### config.mk
export PLATFORM = sky130hd
export DESIGN_NAME = ex_seq_check
export DESIGN_NICKNAME = d
export VERILOG_FILES = /design/src/rtl/ex_seq_check.sv
export SDC_FILE = /design/constraint.sdc
export NUM_CORES = 1
export LEC_CHECK = 0
export ABC_AREA = 1
export CAP_MARGIN = 20
export CORE_MARGIN = 2
export CORE_UTILIZATION = 51
export DETAILED_ROUTE_END_ITERATION = 16
export GPL_TIMING_DRIVEN = 0
export PLACE_DENSITY = 0.78
export SLEW_MARGIN = 10
export SYNTH_ARGS = -nofsm -noshare
export SYNTH_HDL_FRONTEND = slang
export SYNTH_SLANG_ARGS = --single-unit
### constraint.sdc
create_clock -name clk -period 1.8 [get_ports clk]
set_input_delay 0.45 -clock clk [delete_from_list [all_inputs] [get_ports clk]]
set_output_delay 0.45 -clock clk [all_outputs]
set_load 0.005 [all_outputs]
### src/rtl/ex_seq_check.sv
// Receive-side checker for a modulo-3 (0->1->2->0) counter stream.
// Hunts for the sequence, locks after LOCK_LEN consistent samples, then flags and counts breaks.
module ex_seq_check #(
  parameter int LOCK_LEN = 3,
  parameter int ERR_W    = 8
) (
  input  logic             clk,
  input  logic             reset,
  input  logic             in_valid,
  input  logic [1:0]       in_num,
  input  logic             clr_count,
  output logic             locked,
  output logic             err,
  output logic [ERR_W-1:0] err_count,
  output logic [1:0]       expected
);

  localparam int RUN_W = $clog2(LOCK_LEN + 1);

  typedef enum logic [1:0] {
    HUNT = 2'd0,
    ACQ  = 2'd1,
    LOCK = 2'd2
  } state_t;

  function automatic logic [1:0] next_val(input logic [1:0] v);
    case (v)
      2'd0:    next_val = 2'd1;
      2'd1:    next_val = 2'd2;
      default: next_val = 2'd0;
    endcase
  endfunction

  state_t             state_q, state_d;
  logic [1:0]         last_q, last_d;
  logic [RUN_W-1:0]   run_q, run_d;
  logic [RUN_W-1:0]   run_inc_s;
  logic               err_q, err_d;
  logic [ERR_W-1:0]   err_count_q, err_count_d;
  logic               locked_q, locked_d;
  logic [1:0]         expected_q, expected_d;
  logic               inc_s;

  assign run_inc_s = run_q + {{(RUN_W-1){1'b0}}, 1'b1};

  // Next-state, sample tracking and output prediction
  always_comb begin
    state_d = state_q;
    last_d  = last_q;
    run_d   = run_q;
    err_d   = 1'b0;
    inc_s   = 1'b0;
    if (in_valid) begin
      case (state_q)
        HUNT: begin
          if (in_num != 2'd3) begin
            last_d  = in_num;
            run_d   = {{(RUN_W-1){1'b0}}, 1'b1};
            state_d = ACQ;
          end else begin
            state_d = HUNT;
          end
        end
        ACQ: begin
          if (in_num == next_val(last_q)) begin
            last_d = in_num;
            run_d  = run_inc_s;
            if (run_inc_s == RUN_W'(LOCK_LEN)) begin
              state_d = LOCK;
            end else begin
              state_d = ACQ;
            end
          end else if (in_num == 2'd3) begin
            run_d   = {RUN_W{1'b0}};
            state_d = HUNT;
          end else begin
            last_d = in_num;
            run_d  = {{(RUN_W-1){1'b0}}, 1'b1};
          end
        end
        LOCK: begin
          if (in_num == next_val(last_q)) begin
            last_d = in_num;
          end else begin
            err_d = 1'b1;
            inc_s = 1'b1;
            if (in_num == 2'd3) begin
              run_d   = {RUN_W{1'b0}};
              state_d = HUNT;
            end else begin
              last_d  = in_num;
              run_d   = {{(RUN_W-1){1'b0}}, 1'b1};
              state_d = ACQ;
            end
          end
        end
        default: begin
          state_d = HUNT;
          last_d  = 2'd0;
          run_d   = {RUN_W{1'b0}};
        end
      endcase
    end else begin
      state_d = state_q;
    end

    // Clear wins over a same-edge increment; the err pulse is unaffected
    if (clr_count) begin
      err_count_d = {ERR_W{1'b0}};
    end else if (inc_s && (err_count_q != {ERR_W{1'b1}})) begin
      err_count_d = err_count_q + {{(ERR_W-1){1'b0}}, 1'b1};
    end else begin
      err_count_d = err_count_q;
    end

    locked_d   = (state_d == LOCK);
    expected_d = (state_d == HUNT) ? 2'd0 : next_val(last_d);
  end

  // State and registered outputs
  always_ff @(posedge clk) begin
    if (reset) begin
      state_q     <= HUNT;
      last_q      <= 2'd0;
      run_q       <= {RUN_W{1'b0}};
      err_q       <= 1'b0;
      err_count_q <= {ERR_W{1'b0}};
      locked_q    <= 1'b0;
      expected_q  <= 2'd0;
    end else begin
      state_q     <= state_d;
      last_q      <= last_d;
      run_q       <= run_d;
      err_q       <= err_d;
      err_count_q <= err_count_d;
      locked_q    <= locked_d;
      expected_q  <= expected_d;
    end
  end

  assign locked    = locked_q;
  assign err       = err_q;
  assign err_count = err_count_q;
  assign expected  = expected_q;

endmodule

==> results_tabular.tex <==
\begin{tabular}{lr}
\hline
Metric & Value \\
\hline
\multicolumn{2}{l}{\textbf{Run status}} \\
Outcome & complete, no violations \\
\multicolumn{2}{l}{\textbf{Critical path}} \\
Crit-path cells & clkdlybuf4s50\_1 \\
Cell with the largest stage delay on the worst path & clkdlybuf4s50\_1 \\
CP Launch Type & flip-flop \\
CP arrival & 1.27 ns \\
Setup crit end kind & output pin \\
Critical path start-end classification & reg -> out \\
Reg2Reg Setup Slack & 0.16 ns \\
Critical path required time & 1.35 ns \\
Delay-heaviest family, CP & buffers and inverters \\
Buffering stage count on the worst path with inverters included & 1 \\
Slowest Stage Delay on Critical Path & 0.54 ns \\
CP Max Fanout & 6 \\
\multicolumn{2}{l}{\textbf{Global route}} \\
Vias in the first global route & 910 \\
Global routing usage on met3 & 4.321\% \\
Pin count of the biggest net entering global routing & 10 \\
Remaining global-route overflow & 0 \\
Global-route wire length before repair & 3726 um \\
Layer carrying the most global-route usage & met2 \\
Number of antenna violations at the first check in global routing & 0 \\
Global routing usage on met2 & 34.70\% \\
Gr usage total & 19.79\% \\
Global-route met1 utilization & 24.22\% \\
\multicolumn{2}{l}{\textbf{Finish}} \\
Register cell area after layout & 361.6 um\^{}2 \\
Relative area change from synthesis to final layout & 23.18\% \\
Nets & 176 \\
Proportion of layout cells with a drive suffix above 1 & 11.11\% \\
Total of fill cells in the finished design & 184 \\
Number of antenna cells inserted & 0 \\
Area used by multi-input combinational logic & 591.8 um\^{}2 \\
\multicolumn{2}{l}{\textbf{STA}} \\
Max\_slew headroom & 76.93\% \\
WHS & 0.4875 ns \\
Period utilisation layout & 95.77\% \\
Final max-slew violation count & 0 \\
Fin crit period & 1.724 ns \\
Total negative setup slack & 0 ns \\
Setup clock skew after layout & 0.0004658 ns \\
Final hold violation count & 0 \\
Setup repair after global routing missed its margin & no \\
Final setup vio count & 0 \\
Transition time of the tightest slew-check pin & 0.3449 ns \\
Fmax & 580.1 MHz \\
\multicolumn{2}{l}{\textbf{Pwr}} \\
Leakage power figure & 0.5548 nW \\
Pwr per Cell Area & 597.0 mW/mm\^{}2 \\
Peak ir drop on the vdd network & 0.4543 mV \\
\multicolumn{2}{l}{\textbf{Synth}} \\
Post-Synthesis Mean Instance Area & 7.146 um\^{}2 \\
Syn nets & 154 \\
Mapped cell area & 0.001015 mm\^{}2 \\
Yosys cell types & 26 \\
Portion of the post-synthesis area used by sequential elements & 35.51\% \\
Warnings from Yosys & 0 \\
Flip-flop and latch count after synthesis & 18 \\
Synth Instances & 142 \\
\multicolumn{2}{l}{\textbf{Floorplan}} \\
Die area & 0.002362 mm\^{}2 \\
Die width & 48.61 um \\
Number of core rows & 16 \\
Die extent in y & 48.61 um \\
Starting Density & 52.80\% \\
Area inside the core boundary & 0.001922 mm\^{}2 \\
I/O pin count & 18 \\
\multicolumn{2}{l}{\textbf{Clock network}} \\
Clock Path Buffers & 2 \\
CTS tree & yes \\
Total CTS buffers & 3 \\
Number of sinks driven by the clock tree & 18 \\
Clock transition at the registers of the reported paths & 0.10 ns \\
H-Tree Level Count & 1 \\
Clk\_lat worst skew & 0.29 ns \\
Buffer cell driving the clock tree root & clkbuf\_4 \\
\multicolumn{2}{l}{\textbf{Drt}} \\
Post-route DRC violation count & 0 \\
First drt pass iteration count & 4 \\
Violation count after the first detailed-route iteration & 9 \\
Post-DR vias/cell & 5.063 \\
Wirelength, routed & 2130 um \\
Via count & 957 \\
Per-cell routed wire length & 11.27 um \\
Count of antenna-violating nets left after detailed routing & 0 \\
\multicolumn{2}{l}{\textbf{Worst hold path}} \\
Worst Hold Class & reg -> reg \\
\multicolumn{2}{l}{\textbf{Job}} \\
Number of maximum-capacitance violations & 0 \\
\multicolumn{2}{l}{\textbf{Placed design}} \\
\# port buffers & 17 \\
RePlAce Congestion & 0.8124 \\
Hpwl dp & 1639 um \\
\hline
\end{tabular}
## timing repair
| item | in CTS | in global routing |
|---|---|---|
| resized for setup | 0 | 3 |
| hold buffers | 0 | 0 |
| endpoints found under the hold margin | 0 | 0 |
| buffers inserted | 0 | 0 |
| setup endpoints to repair | 0 | 4 |
## cells in the mapped netlist, drive strengths merged
library cell / instances / area share (%)
o211ai: 1 / 0.74
nand3b: 1 / 0.74
a21oi: 14 / 7.3
xnor2: 1 / 0.86
nand3: 11 / 5.9
nor3: 4 / 2.0
o21ai: 4 / 2.0
ha: 6 / 7.4
inv: 18 / 6.7
a31oi: 2 / 1.2
dfxtp: 18 / 36
or3b: 1 / 0.86
xor2: 1 / 0.86
nor2: 18 / 7.6
nand4: 1 / 2.1
o21a: 2 / 1.5
o21bai: 1 / 0.74
nand2: 38 / 16
## cells in the final DEF, fill, tap and decap left out, drive strengths merged
cell type,Yosys,layout
xor2,1,1
nand3,11,11
nand2,38,38
nor2,18,18
clkdlybuf4s50,0,16
xnor2,1,1
clkbuf,0,3
o21a,2,2
nor3,4,4
dlymetal6s2s,0,1
dfxtp,18,18
a31oi,2,2
o211ai,1,1
or3b,1,1
ha,6,6
nand3b,1,1
inv,18,18
nand4,1,1
a21oi,14,14
o21ai,4,4
o21bai,1,1
## metrics by stage
step | cell area, um^2 | util, % | worst slack [ns] | total power, mW | cells
3_5_place_dp | 1219 | 63.41 | -0.2089 | 0.5526 | 186
3_3_place_gp | 1219 | 63.41 | -0.1824 | 0.5492 | 186
4_1_cts | 1241 | 64.58 | 0.06400 | 0.7491 | 189
5_1_grt | 1250 | 65.04 | 0.008385 | 0.7841 | 189
6_report | 1250 | 65.04 | 0.07610 | 0.7462 | 189
2_1_floorplan | 1015 | - | 0.2746 | 0.5119 | 142
## cell type report
class                           count  share of cell area, %
Clock buffer                        3                  1.802
Sequential cell                    18                  28.93
Multi-Input combinational cell    106                  47.35
Tap cell                           27                  2.703
Inverter                           18                  5.405
Timing Repair Buffer               17                  13.81
## layer usage
layer / wire length [um] / vias to the layer above / part of all wire (%)
li1: - / 498 / -
met5: 0 / - / 0
met1: 961 / 441 / 45
met3: 83 / 0 / 3.9
met2: 1085 / 18 / 51
met4: 0 / 0 / 0
## state kept, by name (all words and copies together), names as in the netlist
register / cells
run_q: 2
locked: 1
err: 1
state_q: 2
last_q: 2
expected: 2
err_count: 8
## cells by family after synthesis
family / Yosys count / synth area share, %
AOI/OAI and AO/OA: 24 / 13.44
xor gates and xnor gates: 2 / 1.727
adders and majority gates: 6 / 7.398
buffers and inverters: 18 / 6.659
DFF: 18 / 35.51
and+or+nand+nor: 74 / 35.27
## power by group
group	switching, mW	leakage, nW	total, mW	internal (mW)
Combinational	0.0772	0.394	0.128	0.0512
Clock	0.123	0.0138	0.201	0.0778
Sequential	0.00777	0.147	0.417	0.409
## worst paths after layout
path | start | endpoint | cells past startpoint
worst max-delay path | err_count[2]$_SDFFE_PP0P_ | err_count[2] | 1
worst min-delay path | run_q[0]$_SDFFE_PP0P_ | run_q[0]$_SDFFE_PP0P_ | 2
worst max register to register | state_q[0]$_SDFF_PP0_ | expected[0]$_SDFF_PP0_ | 8
worst min register to register | run_q[0]$_SDFFE_PP0P_ | run_q[0]$_SDFFE_PP0P_ | 2
No activity file was read; power rests on OpenSTA's default activity.
